<file path="src/rtl/key_event_pkg.sv">
// Shared types for the key event front end: per-key debounce state encoding
// and the counter-width helper used by every channel.
package key_event_pkg;

  typedef enum logic [1:0] {
    REL_STABLE = 2'd0,
    PRESS_CHK  = 2'd1,
    PRESSED    = 2'd2,
    REL_CHK    = 2'd3
  } key_state_t;

  // Wide enough to hold the largest sample count without wrapping.
  function automatic int cnt_width(input int db, input int hold, input int rep);
    int m;
    m = db;
    if (hold > m) m = hold;
    if (rep > m) m = rep;
    return $clog2(m + 1);
  endfunction

endpackage

</file>
<file path="src/rtl/key_debounce_ch.sv">
// One push-button channel: 2-FF synchroniser, sample-tick debounce FSM, registered
// press/release pulses and press toggle; auto-repeat only when KEY_AUTOREPEAT_EN is defined.
module key_debounce_ch
  import key_event_pkg::*;
#(
  parameter int DB_SAMPLES     = 4,
  parameter int HOLD_SAMPLES   = 64,
  parameter int REPEAT_SAMPLES = 16
) (
  input  logic clk,
  input  logic reset,
  input  logic sample_en,
  input  logic pb_in,
  output logic pb_level,
  output logic press_pulse,
  output logic release_pulse,
  output logic toggle_state
);
  // state      | meaning
  // REL_STABLE | released and debounced
  // PRESS_CHK  | counting agreeing pressed samples
  // PRESSED    | pressed and debounced
  // REL_CHK    | counting agreeing released samples
  localparam int CW = cnt_width(DB_SAMPLES, HOLD_SAMPLES, REPEAT_SAMPLES);
  localparam logic [CW-1:0] DB_LAST = CW'(DB_SAMPLES - 1);

  logic          sync_1, sync;
  key_state_t    state, state_nx;
  logic [CW-1:0] cnt, cnt_nx;
  logic          level_nx, toggle_nx, press_nx, release_nx, rep_pulse;

  always_ff @(posedge clk) begin
    if (reset) begin
      sync_1 <= 1'b0;
      sync   <= 1'b0;
    end else begin
      sync_1 <= pb_in;
      sync   <= sync_1;
    end
  end

  always_ff @(posedge clk) begin
    if (reset) begin
      state         <= REL_STABLE;
      cnt           <= '0;
      pb_level      <= 1'b0;
      toggle_state  <= 1'b0;
      press_pulse   <= 1'b0;
      release_pulse <= 1'b0;
    end else begin
      state         <= state_nx;
      cnt           <= cnt_nx;
      pb_level      <= level_nx;
      toggle_state  <= toggle_nx;
      press_pulse   <= press_nx | rep_pulse;
      release_pulse <= release_nx;
    end
  end

  always_comb begin
    state_nx   = state;
    cnt_nx     = cnt;
    level_nx   = pb_level;
    toggle_nx  = toggle_state;
    press_nx   = 1'b0;
    release_nx = 1'b0;
    if (sample_en) begin
      case (state)
        REL_STABLE: if (sync) begin
          state_nx = PRESS_CHK;
          cnt_nx   = CW'(1);
        end
        PRESS_CHK: if (!sync) begin
          state_nx = REL_STABLE;
          cnt_nx   = '0;
        end else if (cnt == DB_LAST) begin
          state_nx  = PRESSED;
          cnt_nx    = '0;
          level_nx  = 1'b1;
          press_nx  = 1'b1;
          toggle_nx = ~toggle_state;
        end else begin
          cnt_nx = cnt + 1'b1;
        end
        PRESSED: if (!sync) begin
          state_nx = REL_CHK;
          cnt_nx   = CW'(1);
        end
        REL_CHK: if (sync) begin
          state_nx = PRESSED;
          cnt_nx   = '0;
        end else if (cnt == DB_LAST) begin
          state_nx   = REL_STABLE;
          cnt_nx     = '0;
          level_nx   = 1'b0;
          release_nx = 1'b1;
        end else begin
          cnt_nx = cnt + 1'b1;
        end
        default: begin
          state_nx = REL_STABLE;
          cnt_nx   = '0;
        end
      endcase
    end
  end

`ifdef KEY_AUTOREPEAT_EN
  localparam logic [CW-1:0] HOLD_LD = CW'(HOLD_SAMPLES);
  localparam logic [CW-1:0] REP_LD  = CW'(REPEAT_SAMPLES);
  logic [CW-1:0] hold_cnt, hold_nx;

  // Down-counter reloaded on every entry to PRESSED; terminal count fires a repeat.
  always_comb begin
    hold_nx   = '0;
    rep_pulse = 1'b0;
    if (state_nx == PRESSED) begin
      if (state != PRESSED) begin
        hold_nx = HOLD_LD;
      end else if (sample_en && hold_cnt == CW'(1)) begin
        hold_nx   = REP_LD;
        rep_pulse = 1'b1;
      end else if (sample_en) begin
        hold_nx = hold_cnt - 1'b1;
      end else begin
        hold_nx = hold_cnt;
      end
    end
  end

  always_ff @(posedge clk) begin
    if (reset) hold_cnt <= '0;
    else       hold_cnt <= hold_nx;
  end
`else
  assign rep_pulse = 1'b0;
`endif

endmodule

</file>
<file path="src/rtl/key_event_unit.sv">
// Multi-key button front end: N_KEYS independent debounce channels sharing one
// sample strobe; define KEY_AUTOREPEAT_EN to add hold-to-repeat press pulses.
module key_event_unit
  import key_event_pkg::*;
#(
  parameter int N_KEYS         = 4,
  parameter int DB_SAMPLES     = 4,
  parameter int HOLD_SAMPLES   = 64,
  parameter int REPEAT_SAMPLES = 16
) (
  input  logic              clk,
  input  logic              reset,
  input  logic              sample_en,
  input  logic [N_KEYS-1:0] pb_in,
  output logic [N_KEYS-1:0] pb_level,
  output logic [N_KEYS-1:0] press_pulse,
  output logic [N_KEYS-1:0] release_pulse,
  output logic [N_KEYS-1:0] toggle_state
);

  for (genvar k = 0; k < N_KEYS; k++) begin : g_ch
    key_debounce_ch #(
      .DB_SAMPLES    (DB_SAMPLES),
      .HOLD_SAMPLES  (HOLD_SAMPLES),
      .REPEAT_SAMPLES(REPEAT_SAMPLES)
    ) u_ch (
      .clk          (clk),
      .reset        (reset),
      .sample_en    (sample_en),
      .pb_in        (pb_in[k]),
      .pb_level     (pb_level[k]),
      .press_pulse  (press_pulse[k]),
      .release_pulse(release_pulse[k]),
      .toggle_state (toggle_state[k])
    );
  end

endmodule
</file>
<file path="config.mk">
export PLATFORM = sky130hd
export DESIGN_NAME = key_event_unit
export DESIGN_NICKNAME = d
export VERILOG_FILES = /design/src/rtl/key_event_pkg.sv /design/src/rtl/key_debounce_ch.sv /design/src/rtl/key_event_unit.sv
export SDC_FILE = /design/constraint.sdc
export NUM_CORES = 1
export LEC_CHECK = 0
export BUFFER_PORTS_ARGS = -buffer_cell sky130_fd_sc_hd__clkbuf_2
export CAP_MARGIN = 20
export CORE_MARGIN = 5
export CORE_UTILIZATION = 45
export DETAILED_ROUTE_END_ITERATION = 6
export GPL_TIMING_DRIVEN = 1
export PLACE_DENSITY_LB_ADDON = 0.05
export SLEW_MARGIN = 20
export SYNTH_ARGS = -nofsm -noshare
export SYNTH_HDL_FRONTEND = slang
export SYNTH_HIERARCHICAL = 1
export SYNTH_SLANG_ARGS = --single-unit
</file>
<file path="constraint.sdc">
create_clock -name clk -period 5.19 [get_ports clk]
set_input_delay 0.519 -clock clk [delete_from_list [all_inputs] [get_ports clk]]
set_output_delay 0.519 -clock clk [all_outputs]
set_load 0.01 [all_outputs]
</file>
# Word-level counts from Yosys, hierarchy flattened
# Index checks and enable logic that the tools add are counted.
[totals]
regBits = 60
elab_cells = 209
[classes]
addsub = 4
muxes = 76
bitwise = 17
n_reduce_logical = 32
eq_ne = 48
[op_table]
columns = ["cell", "count"]
rows = [
  ["$mux 7", 20],
  ["$pmux 7 s4", 4],
  ["$mux 2", 24],
  ["$ne 2x1->1 const B", 16],
  ["$pmux 2 s4", 4],
  ["$reduce_or 4->1", 8],
  ["$add 7x1->7 const B", 4],
  ["$eq 7x2->1 const B", 4],
  ["$reduce_and 6->1", 4],
  ["$mux 1", 20],
  ["$reduce_and 5->1", 4],
  ["$not 1->1", 17],
  ["$eq 2x2->1 const B", 8],
  ["$ne 2x2->1 const B", 8],
  ["$reduce_and 4->1", 4],
  ["$ne 3x1->1 const B", 4],
  ["$ne 3x3->1 const B", 4],
  ["$reduce_and 3->1", 4],
  ["$eq 2x1->1 const B", 4],
  ["$logic_not 2->1", 4],
  ["$pmux 1 s2", 4],
  ["$reduce_bool 2->1", 4],
]

# Depth between registers and ports, before layout
# Gate-level depths: netlist (run 1).
[depth]
depth_word = 4
mapped_depth = 6
ltp_nobuf = 5

# Modules after synthesis
# Netlist (run 1), hierarchy kept.
[modules_own_cells]
columns = ["module", "instances", "seq_area_each_um2", "area_each_um2", "cells_per_inst"]
rows = [
  ["key_debounce_ch at g_ch[1].u_ch ...", 3, 300.3, 713.2, 78],
  ["key_debounce_ch at g_ch[0].u_ch", 1, 300.3, 678.2, 77],
]

# Least setup slack after synthesis (run 1)
# No wires, ideal clock.
[synth_path]
path_type = "register -> register"
startpoint = "register g_ch[0].u_ch.cnt[0]"
endpoint = "register g_ch[0].u_ch.cnt[3]"
n_path_buf = 1
t_arrival_ns = 1.643
stages_incl_launch_ff = 7
synth_period_minus_slack_ns = 1.717
setup_time_ns = 0.074
slack_ns = 3.473
path_cell_list = "dfxtp_1 > ha_1 > nor2b_1 > clkbuf_1 > a211o_1 > or4_1 > a31oi_1"
[synth_between]
elab_chain_cells = 4
word_cells_on_any_way = 6
cone_classes = "add/sub: 1; eq/ne: 1; mux: 4"
[synth_lines]
columns = ["element", "line", "rtl"]
rows = [
  ["from (decl)", "key_debounce_ch.sv:29", "logic [CW-1:0] cnt, cnt_nx;"],
  ["from (signal assigned)", "key_debounce_ch.sv:52", "cnt <= cnt_nx;"],
  ["$add 7x1->7 or $eq 7x2->1 (tied branches)", "-", ""],
  ["$mux 7 (*)", "key_debounce_ch.sv:76, key_debounce_ch.sv:92", ""],
  ["$mux 7 (on tied branches)", "key_debounce_ch.sv:89, key_debounce_ch.sv:73", ""],
  ["$pmux 7 s4 (*)", "key_debounce_ch.sv:68", "case (state)"],
]
# Every way passes the cells marked *; elsewhere a longest branch is shown, timed or not.
# A chain may end at the register's enable or synchronous reset.

# Worst setup path in the final report (run 1)
[layout_path]
startpoint = "register g_ch[0].u_ch.cnt[5]"
endpoint = "register g_ch[0].u_ch.cnt[1]"
[layout_between]
elab_chain_cells = 4
word_cells_on_any_way = 5
cone_classes = "eq/ne: 1; mux: 4"
[layout_lines]
columns = ["element", "line"]
rows = [
  ["$eq 7x2->1 (*)", "key_debounce_ch.sv:76, key_debounce_ch.sv:92"],
  ["$mux 7 (*)", "key_debounce_ch.sv:76, key_debounce_ch.sv:92"],
  ["$mux 7 (on tied branches)", "key_debounce_ch.sv:89, key_debounce_ch.sv:73"],
  ["$pmux 7 s4 (*)", "key_debounce_ch.sv:68"],
]
# Marked as above.

==> results of run 1 <==
-- Yosys cell counts (2+ instances only) --
cell,n
nor4_4,3
a211oi_1,2
xnor2_1,4
and4_1,3
o21ai_1,6
and2b_4,3
and2_1,7
clkbuf_1,5
nand3b_1,6
inv_1,10
a31oi_1,16
mux2i_1,8
o21ai_0,10
nor3b_1,7
nor2b_1,19
a31o_2,2
nand2_1,30
or4_1,2
xor2_1,7
nor4_1,5
nand4_1,4
ha_1,4
a32oi_1,7
dfxtp_1,60
and3_1,3
or3b_1,3
nand3_1,24
nor4bb_1,3
nor2_1,19
mux2_2,6
a211oi_2,3
a21oi_1,13
or3_1,2
-- logic make-up after synthesis --
logic type                 count (synthesis)  synth area share, %
and+or+nand+nor                          144                 30.1
buffers and inverters                     16                 2.40
adders and majority gates                  4                 1.78
AOI/OAI and AO/OA                         62                 14.4
xor gates and xnor gates                  11                 3.42
DFF                                       60                 42.6
muxes                                     14                 5.24
-- power breakdown --
part	leakage [nW]	internal [mW]	switching [mW]
Combinational	0.610	0.0154	0.0241
Clock	0.102	0.270	0.183
Sequential	0.486	0.468	0.00659
-- worst max-delay path by stage --
| stage | from | endpoint |
|---|---|---|
| final | g_ch[0].u_ch/cnt[5] | g_ch[0].u_ch/cnt[1] |
| after global routing | g_ch[0].u_ch/cnt[5] | g_ch[0].u_ch/cnt[1] |
| after CTS | g_ch[0].u_ch/cnt[5] | g_ch[0].u_ch/cnt[1] |
| after detailed placement | sample_en | g_ch[0].u_ch/cnt[4] |
| after global placement | sample_en | g_ch[0].u_ch/cnt[3] |
| after floorplan | g_ch[0].u_ch/cnt[0] | g_ch[0].u_ch/cnt[3] |
-- sequential cells by signal, indices dropped and copies added, names as in the netlist, named ones only --
signal,count
g_ch.u_ch/sync,4
g_ch.u_ch/toggle_state,4
g_ch.u_ch/press_pulse,4
g_ch.u_ch/release_pulse,4
g_ch.u_ch/cnt,28
g_ch.u_ch/sync_1,4
g_ch.u_ch/state,4
g_ch.u_ch/pb_level,4
-- critical path, stage by stage (launching register included) --
cell and delay, ns:
dfxtp_1 0.34, nor4_1 0.73, a211oi_1 0.31, a32oi_1 0.28, nor2_1 0.06
-- area by class of cell --
class	count	area share [%]
multi-input combinational	235	48.2
sequential	60	37.4
clock buffer	10	3.97
timing repair buffer	23	3.66
tap	75	2.92
clock inverter	6	2.76
inverter	10	1.17
-- routing by layer --
layer  share of wire, %  wire, microns  global-route usage [%]
met1                 48           2600                    18.3
met2                 45           2400                    25.5
met3                4.8            259                    5.25
met4                2.1            115                    7.31
met5                  0              0                       0
==> flow_metrics.env, run 1 <==
export IMPL_fin_hold_ws_ns=0.386
export IMPL_grt_antenna_before_repair=0
export IMPL_synth_ff_type="dfxtp_1"
export IMPL_layout_min_cycle_time_ns=1.85
export IMPL_power_leakage_nw=1.20
export IMPL_multi_input_comb_area_sq_um=1550
export IMPL_timing_critical_path_from_type="flop"
export IMPL_drive_gt1_share_pct=16.0
export IMPL_detailed_place_area_sq_um=3000
export IMPL_crit_path_max_fanout=6
export IMPL_place_ws_ns=3.13
export IMPL_row_count=28
export IMPL_max_slew_margin_rel_pct=45.1
export IMPL_setup_violations_final=0
export IMPL_final_core_util_pct=53.7
export IMPL_grt_start_max_net_pins=38
export IMPL_synth_yosys_warnings=6
export IMPL_finalCritPeriodShare_pct=35.7
export IMPL_cts_inserted_buffers=9
export IMPL_fin_area_sq_um=3220
export IMPL_hp_class="input port to flop"
export IMPL_wire_length_of_the_first_global_routing_pass_microns=9730
export IMPL_r2r_end="g_ch[0].u_ch/cnt[1]"
export IMPL_layout_filler_cells=576
export IMPL_postSynth_asyncResetShare_pct=0
export IMPL_worstSkewPairLatency_ns=0.34
export IMPL_stdcell_count=419
export IMPL_timing_reg2reg_worst_path_depth=4
export IMPL_floorplan_initialDensity_pct=47.0
export IMPL_detailedPlacementHpwl_microns=3640
export IMPL_placed_cells=403
export IMPL_fin_ws_ns=3.34
export IMPL_r2r_start="g_ch[0].u_ch/cnt[5]"
export IMPL_postCtsHoldBufs=0
export IMPL_floorplan_io_pins=23
export IMPL_final_cell_mix="60 x dfxtp_1, 30 x nand2_1, 24 x nand3_1"
export IMPL_route_final_wire_length_microns=5380
export IMPL_clk_pin_slew_ns=0.07
export IMPL_totalNegativeSetupSlack_ns=0
export IMPL_rsz0062_at_grt="no"
export IMPL_vias_per_cell=5.48
export IMPL_track_usage_pct=15.6
export IMPL_yosys_cell_types_count=38
export IMPL_cts_tree="yes"
export IMPL_worstHoldStart="pb_in[3]"
export IMPL_placeableCoreArea_sq_um=5990
export IMPL_gp_routability_congestion=0.780
export IMPL_cts_max_level=3
export IMPL_mostFrequentLayoutCell="dfxtp_1"
export IMPL_first_pass_iters=4
export IMPL_power_per_cell_area_nw_per_um2=301
export IMPL_worst_slew_pin_transition_ns=0.816
export IMPL_worst_clock_skew_ns=0.00440
export IMPL_synth_top_cells_by_area="dfxtp_1 43%, nand3_1 4.3%, nor2b_1 4.2%, nand2_1 4.0%, a31oi_1 3.6%"
export IMPL_flip_flop_and_latch_area_sq_um=1200
export IMPL_die_area_sq_um=7940
export IMPL_diodes=0
export IMPL_worstHoldPathCells=2
export IMPL_drc_errors=0
export IMPL_setup_crit_path_kind="flop to flop"
export IMPL_syn_area_sq_um=2820
export IMPL_post_cts_resized_instances=0
export IMPL_routedWlPerCell_microns=12.8
export IMPL_synthDominantCellAreaShare_pct=42.6
export IMPL_hold_violations=0
export IMPL_numPortBuffers=22
export IMPL_max_clock_path_buffers=2
export IMPL_synth_edf_count=0
export IMPL_maxClockFrequency_mhz=540
export IMPL_number_of_instances_in_the_synthesized_netlist=311
export IMPL_synth_top_area_cell="dfxtp_1"
export IMPL_critical_path_arrival_ns=2.06
export IMPL_cts_num_sinks=60
export IMPL_routed_via_count=2297
export IMPL_synth_seq_area_share_pct=42.6
export IMPL_overflow=0
export IMPL_r2r_setup_slack_ns=3.34
export IMPL_die_h_microns=89.1
export IMPL_drt_antenna_violating_nets=0
export IMPL_die_width_microns=89.1
export IMPL_synth_seq_cells=60
export IMPL_timing_max_transition_violations_final=0
export IMPL_synth_nets=322
export IMPL_areaGrowthSynthToFinish_pct=14.1
export IMPL_run_status="finished, final reports clean"
export IMPL_mean_area_per_synthesized_cell_sq_um=9.06
export IMPL_total_power_mw=0.968
export IMPL_power_ir_vdd_worst_mv=0.296
export IMPL_max_cap_violations=0
export IMPL_worst_min_delay_path_endpoint="g_ch[3].u_ch/sync_1"
export IMPL_critical_path_endpoint_type="flop"
export IMPL_dr_first_iter_drc_count=95
export IMPL_total_setup_buffers_inserted_after_cts=0
export IMPL_cts_root_buffer="clkbuf_8"
export IMPL_first_global_vias=2203
export IMPL_worst_endpoint_required_ns=5.40
export IMPL_nets=350
Power figures use the tool's default switching activity.
==> run 2: changes to the inputs <==
Clock period 5.19 ns to 1.55 ns, I/O delays scaled along.
==> flow_metrics.env, run 2 (synthesis results as in run 1) <==
export IMPL_row_count=28
export IMPL_power_ir_vdd_worst_mv=0.588
export IMPL_max_cap_violations=0
export IMPL_worstHoldPathCells=2
export IMPL_final_cell_mix="54 x dfxtp_1, 30 x nand2_1, 30 x buf_4"
export IMPL_cts_inserted_buffers=9
export IMPL_worst_path_bufs_invs=0
export IMPL_max_stage_delay_ns=0.46
export IMPL_worstSkewPairLatency_ns=0.32
export IMPL_drc_errors=0
export IMPL_mostFrequentLayoutCell="dfxtp_1"
export IMPL_first_pass_iters=4
export IMPL_grt_antenna_before_repair=0
export IMPL_worst_path_dominant_cell_family="simple AND/OR/NAND/NOR gates"
export IMPL_setup_crit_path_kind="flop to flop"
export IMPL_run_status="finished, final reports clean"
export IMPL_register_with_the_highest_flop_count="g_ch.u_ch/cnt"
export IMPL_power_per_cell_area_nw_per_um2=878
export IMPL_die_area_sq_um=7940
export IMPL_dr_first_iter_drc_count=65
export IMPL_die_h_microns=89.1
export IMPL_die_width_microns=89.1
export IMPL_power_frac_seq_pct=51.5
export IMPL_track_usage_pct=16.4
export IMPL_p_switching_mw=0.663
export IMPL_vias_per_cell=5.44
export IMPL_timing_max_transition_violations_final=0
export IMPL_wire_length_of_the_first_global_routing_pass_microns=10300
export IMPL_max_clock_path_buffers=2
export IMPL_fin_ws_ns=0.00260
export IMPL_timing_reg2reg_worst_path_depth=5
export IMPL_r2r_end="g_ch[0].u_ch/cnt[3]"
export IMPL_hold_violations=0
export IMPL_worst_endpoint_required_ns=1.80
export IMPL_floorplan_initialDensity_pct=47.0
export IMPL_r2r_setup_slack_ns=0.003
export IMPL_numPortBuffers=22
export IMPL_r2r_start="g_ch[0].u_ch/cnt[1]"
export IMPL_comb_power_share_pct=5.4
export IMPL_largest_register_ffs=28
export IMPL_routed_via_count=2437
export IMPL_cts_root_buffer="clkbuf_8"
export IMPL_power_internal_mw=2.42
export IMPL_swShare_pct=21.5
export IMPL_cts_tree="yes"
export IMPL_floorplan_io_pins=23
export IMPL_gp_routability_congestion=0.806
export IMPL_cts_max_level=3
export IMPL_routedWlPerCell_microns=13.1
export IMPL_first_global_vias=2332
export IMPL_fin_area_sq_um=3510
export IMPL_drive_gt1_share_pct=26.0
export IMPL_rsz0062_at_grt="yes"
export IMPL_setup_violations_final=0
export IMPL_route_final_wire_length_microns=5850
export IMPL_critical_path_arrival_ns=1.80
export IMPL_detailed_place_area_sq_um=3250
export IMPL_stdcell_count=448
export IMPL_timing_critical_path_from_type="flop"
export IMPL_place_ws_ns=-0.00796
export IMPL_worst_min_delay_path_endpoint="g_ch[3].u_ch/sync_1"
export IMPL_worst_path_max_delay_cell="or4_1"
export IMPL_cp_cell_sequence="ha_4 -> nor2b_4 -> a211o_1 -> or4_1 -> a31oi_1"
export IMPL_layout_min_cycle_time_ns=1.55
export IMPL_detailedPlacementHpwl_microns=4080
export IMPL_power_leakage_nw=1.36
export IMPL_critical_path_endpoint_type="flop"
export IMPL_max_slew_margin_rel_pct=66.1
export IMPL_nets=380
export IMPL_overflow=0
export IMPL_worst_slew_pin_transition_ns=0.505
export IMPL_areaGrowthSynthToFinish_pct=24.6
export IMPL_worst_clock_skew_ns=0.00856
export IMPL_grt_start_max_net_pins=33
export IMPL_drt_antenna_violating_nets=0
export IMPL_placeableCoreArea_sq_um=5990
export IMPL_maxClockFrequency_mhz=646
export IMPL_cts_num_sinks=60
export IMPL_crit_path_max_fanout=3
export IMPL_placed_cells=433
export IMPL_finalCritPeriodShare_pct=99.8
export IMPL_final_core_util_pct=58.6
export IMPL_worstHoldStart="pb_in[3]"
export IMPL_total_power_mw=3.08
export IMPL_diodes=0
export IMPL_hp_class="input port to flop"
export IMPL_clk_pin_slew_ns=0.06
export IMPL_clkPwrFrac_pct=43.0
[run 2: cell count changes in the layout (fill, tap and decap cells not counted), moves of 2 or more]
cell | before | now
buf_4 | 1 | 30
clkbuf_1 | 1 | 3
clkinvlp_4 | 2 | 0
dfxtp_1 | 60 | 54
dfxtp_2 | 0 | 6
ha_1 | 4 | 1
ha_4 | 0 | 2
[run 2: how the worst max path moves through the flow]
stage,start,endpoint,slack [ns],depth (start not counted)
2_1_floorplan,g_ch[0].u_ch/cnt[0],g_ch[0].u_ch/cnt[3],-0.09,6
3_3_place_gp,g_ch[0].u_ch/cnt[0],g_ch[0].u_ch/cnt[4],0.01,5
3_5_place_dp,g_ch[0].u_ch/cnt[0],g_ch[0].u_ch/cnt[0],-0.008,5
4_1_cts,g_ch[0].u_ch/cnt[1],g_ch[0].u_ch/cnt[4],-0.009,5
5_1_grt,g_ch[0].u_ch/cnt[1],g_ch[0].u_ch/cnt[4],-0.08,5
6_report,g_ch[0].u_ch/cnt[1],g_ch[0].u_ch/cnt[3],0.003,5
[run 2: metal layers]
layer | wire length, microns | GRT usage [%] | part of all wire, %
met5 | 0 | 0 | 0
met4 | 59 | 7.31 | 1.0
met3 | 226 | 3.41 | 3.9
met2 | 2660 | 26.5 | 45
met1 | 2910 | 21.0 | 50
[run 2: power groups by stage]
| stage | clock network, mW | logic (mW) | registers [mW] |
|---|---|---|---|
| after detailed placement | 0 | 0.166 | 1.62 |
| after floorplan | 0 | 0.0795 | 1.62 |
| after global routing | 1.46 | 0.188 | 1.59 |
| after global placement | 0 | 0.164 | 1.62 |
| final | 1.33 | 0.168 | 1.59 |
| after CTS | 1.38 | 0.166 | 1.59 |
[run 2: worst register-to-register path, cell delays in order, from the launching register on]
cell and delay (ns):
dfxtp_2 0.34, ha_4 0.16, nor2b_4 0.13, a211o_1 0.26, or4_1 0.46, a31oi_1 0.14
[run 2: metrics by stage]
stage / hold slack, ns / TNS (ns)
2_1_floorplan: 0.227 / -0.178
3_3_place_gp: 0.365 / 0
3_5_place_dp: 0.369 / -0.00999
4_1_cts: 0.0233 / -0.00876
5_1_grt: 0.0283 / -0.171
6_report: 0.0404 / 0
[run 2: timing repair]
item | CTS | global route
pin swaps | 1 | 4
resized for setup | 5 | 13
hold buffers | 0 | 0
setup buffers | 0 | 0
setup endpoints to repair | 3 | 16
[run 2: area by class of cell]
class,instances,area [sq um]
sequential,60,1210
tap,75,93.8
multi-input combinational,235,1630
clock inverter,2,35.0
inverter,10,37.5
fill,562,2480
timing repair buffer,53,355
clock buffer,13,149
==> run 3: changes to the inputs <==
--- a/config.mk
+++ b/config.mk
@@ -13,2 +13,3 @@
 export GPL_TIMING_DRIVEN = 1
+export MAX_ROUTING_LAYER = met4
 export PLACE_DENSITY_LB_ADDON = 0.05
--- a/constraint.sdc
+++ b/constraint.sdc
@@ -3,2 +3,2 @@
 set_output_delay 0.155 -clock clk [all_outputs]
-set_load 0.01 [all_outputs]
+set_load 0.05 [all_outputs]
==> flow_metrics.env, run 3 (synthesis results as in run 1) <==
export IMPL_cts_root_buffer="clkbuf_8"
export IMPL_power_internal_mw=2.42
export IMPL_first_global_vias=2332
export IMPL_drc_errors=0
export IMPL_power_frac_seq_pct=51.1
export IMPL_die_area_sq_um=7940
export IMPL_worstHoldStart="pb_in[3]"
export IMPL_power_ir_vdd_worst_mv=0.621
export IMPL_route_final_wire_length_microns=5850
export IMPL_finalCritPeriodShare_pct=99.8
export IMPL_multi_input_comb_area_sq_um=1630
export IMPL_placed_cells=433
export IMPL_power_per_cell_area_nw_per_um2=887
export IMPL_nets=380
export IMPL_die_width_microns=89.1
export IMPL_total_setup_buffers_inserted_after_cts=0
export IMPL_hold_violations=0
export IMPL_max_slew_margin_rel_pct=66.0
export IMPL_final_cell_mix="54 x dfxtp_1, 30 x nand2_1, 30 x buf_4"
export IMPL_first_pass_iters=4
export IMPL_detailedPlacementHpwl_microns=4080
export IMPL_maxClockFrequency_mhz=646
export IMPL_layout_min_cycle_time_ns=1.55
export IMPL_max_stage_delay_ns=0.46
export IMPL_fin_hold_ws_ns=0.0389
export IMPL_timing_critical_path_from_type="flop"
export IMPL_vias_per_cell=5.45
export IMPL_setup_violations_final=0
export IMPL_cp_cell_sequence="ha_4 -> nor2b_4 -> a211o_1 -> or4_1 -> a31oi_1"
export IMPL_swShare_pct=22.2
export IMPL_max_cap_violations=0
export IMPL_die_h_microns=89.1
export IMPL_cts_num_sinks=60
export IMPL_worst_slew_pin_transition_ns=0.507
export IMPL_placeableCoreArea_sq_um=5990
export IMPL_grt_start_max_net_pins=33
export IMPL_detailed_place_area_sq_um=3250
export IMPL_row_count=28
export IMPL_drt_antenna_violating_nets=0
export IMPL_gp_routability_congestion=0.817
export IMPL_diodes=0
export IMPL_floorplan_io_pins=23
export IMPL_hp_class="input port to flop"
export IMPL_worst_endpoint_required_ns=1.80
export IMPL_worst_clock_skew_ns=0.00808
export IMPL_mostFrequentLayoutCell="dfxtp_1"
export IMPL_crit_path_max_fanout=3
export IMPL_clk_pin_slew_ns=0.06
export IMPL_comb_power_share_pct=6.3
export IMPL_layout_filler_cells=562
export IMPL_wire_length_of_the_first_global_routing_pass_microns=10300
export IMPL_drive_gt1_share_pct=26.0
export IMPL_fin_area_sq_um=3510
export IMPL_max_clock_path_buffers=2
export IMPL_critical_path_arrival_ns=1.80
export IMPL_critPathLaunch="g_ch[0].u_ch/cnt[1]"
export IMPL_worst_path_max_delay_cell="or4_1"
export IMPL_routed_via_count=2440
export IMPL_stdcell_count=448
export IMPL_p_switching_mw=0.692
export IMPL_worstSkewPairLatency_ns=0.33
export IMPL_flip_flop_and_latch_area_sq_um=1210
export IMPL_largest_register_ffs=28
export IMPL_overflow=0
export IMPL_dr_first_iter_drc_count=56
export IMPL_run_status="finished, final reports clean"
export IMPL_r2r_start="g_ch[0].u_ch/cnt[1]"
export IMPL_cts_max_level=3
export IMPL_floorplan_initialDensity_pct=47.0
export IMPL_clkPwrFrac_pct=42.6
export IMPL_cts_inserted_buffers=9
export IMPL_totalNegativeSetupSlack_ns=0
export IMPL_power_leakage_nw=1.36
export IMPL_cts_tree="yes"
export IMPL_register_with_the_highest_flop_count="g_ch.u_ch/cnt"
export IMPL_postCtsHoldBufs=0
export IMPL_rsz0062_at_grt="yes"
export IMPL_setup_crit_path_kind="flop to flop"
export IMPL_timing_max_transition_violations_final=0
export IMPL_numPortBuffers=22
export IMPL_areaGrowthSynthToFinish_pct=24.6
export IMPL_routedWlPerCell_microns=13.1
export IMPL_track_usage_pct=16.9
export IMPL_grt_antenna_before_repair=0
export IMPL_critical_path_endpoint_type="flop"
-- run 3: worst max-delay path: cells and delay by family (launching register included) --
kind | cells | cell delay [ns]
flops | 1 | 0.34
simple gates | 2 | 0.59
fa+ha+maj | 1 | 0.16
compound gates | 2 | 0.39
-- run 3: repair_timing --
item | in CTS | in global routing
setup endpoints to repair | 3 | 16
resized for setup | 5 | 13
pin swaps | 1 | 4
-- run 3: path summary, 6_finish.rpt --
kind	to	slack, ns	cells after the start
max	g_ch[0].u_ch/cnt[3]	0.003	5
min	g_ch[3].u_ch/sync_1	0.04	2
max reg2reg	g_ch[0].u_ch/cnt[3]	0.003	5
min reg2reg	g_ch[2].u_ch/sync	0.43	1
-- run 3: power groups by stage --
stage	Combinational [mW]	Clock [mW]	Sequential, mW
5_1_grt	0.217	1.46	1.59
3_3_place_gp	0.194	0	1.62
4_1_cts	0.196	1.38	1.59
3_5_place_dp	0.195	0	1.62
2_1_floorplan	0.0796	0	1.65
6_report	0.197	1.33	1.59
-- run 3: area by class of cell --
| class | instances | area share (%) |
|---|---|---|
| clock inverters | 2 | 0.998 |
| multi-input cells | 235 | 46.5 |
| flip-flops and latches | 60 | 34.4 |
| well taps | 75 | 2.67 |
| inverters | 10 | 1.07 |
| clock buffers | 13 | 4.24 |
| repair buffers | 53 | 10.1 |
-- run 3: routing by layer --
metal  track usage, %  vias up  wire (microns)
li1                 -     1253               -
met1             21.1     1124            2830
met2             26.5       56            2690
met3             3.59        7             259
met4             7.31        0              70
met5                -        -               0
-- run 3: stage by stage --
step	util (%)	setup slack, ns	power (mW)
global route	58.6	-0.0757	3.27
detailed placement	54.2	-0.00796	1.82
floorplan	-	-0.0891	1.73
global placement	54.2	0.0122	1.81
CTS	57.6	-0.00876	3.16
finish	58.6	0.00317	3.11
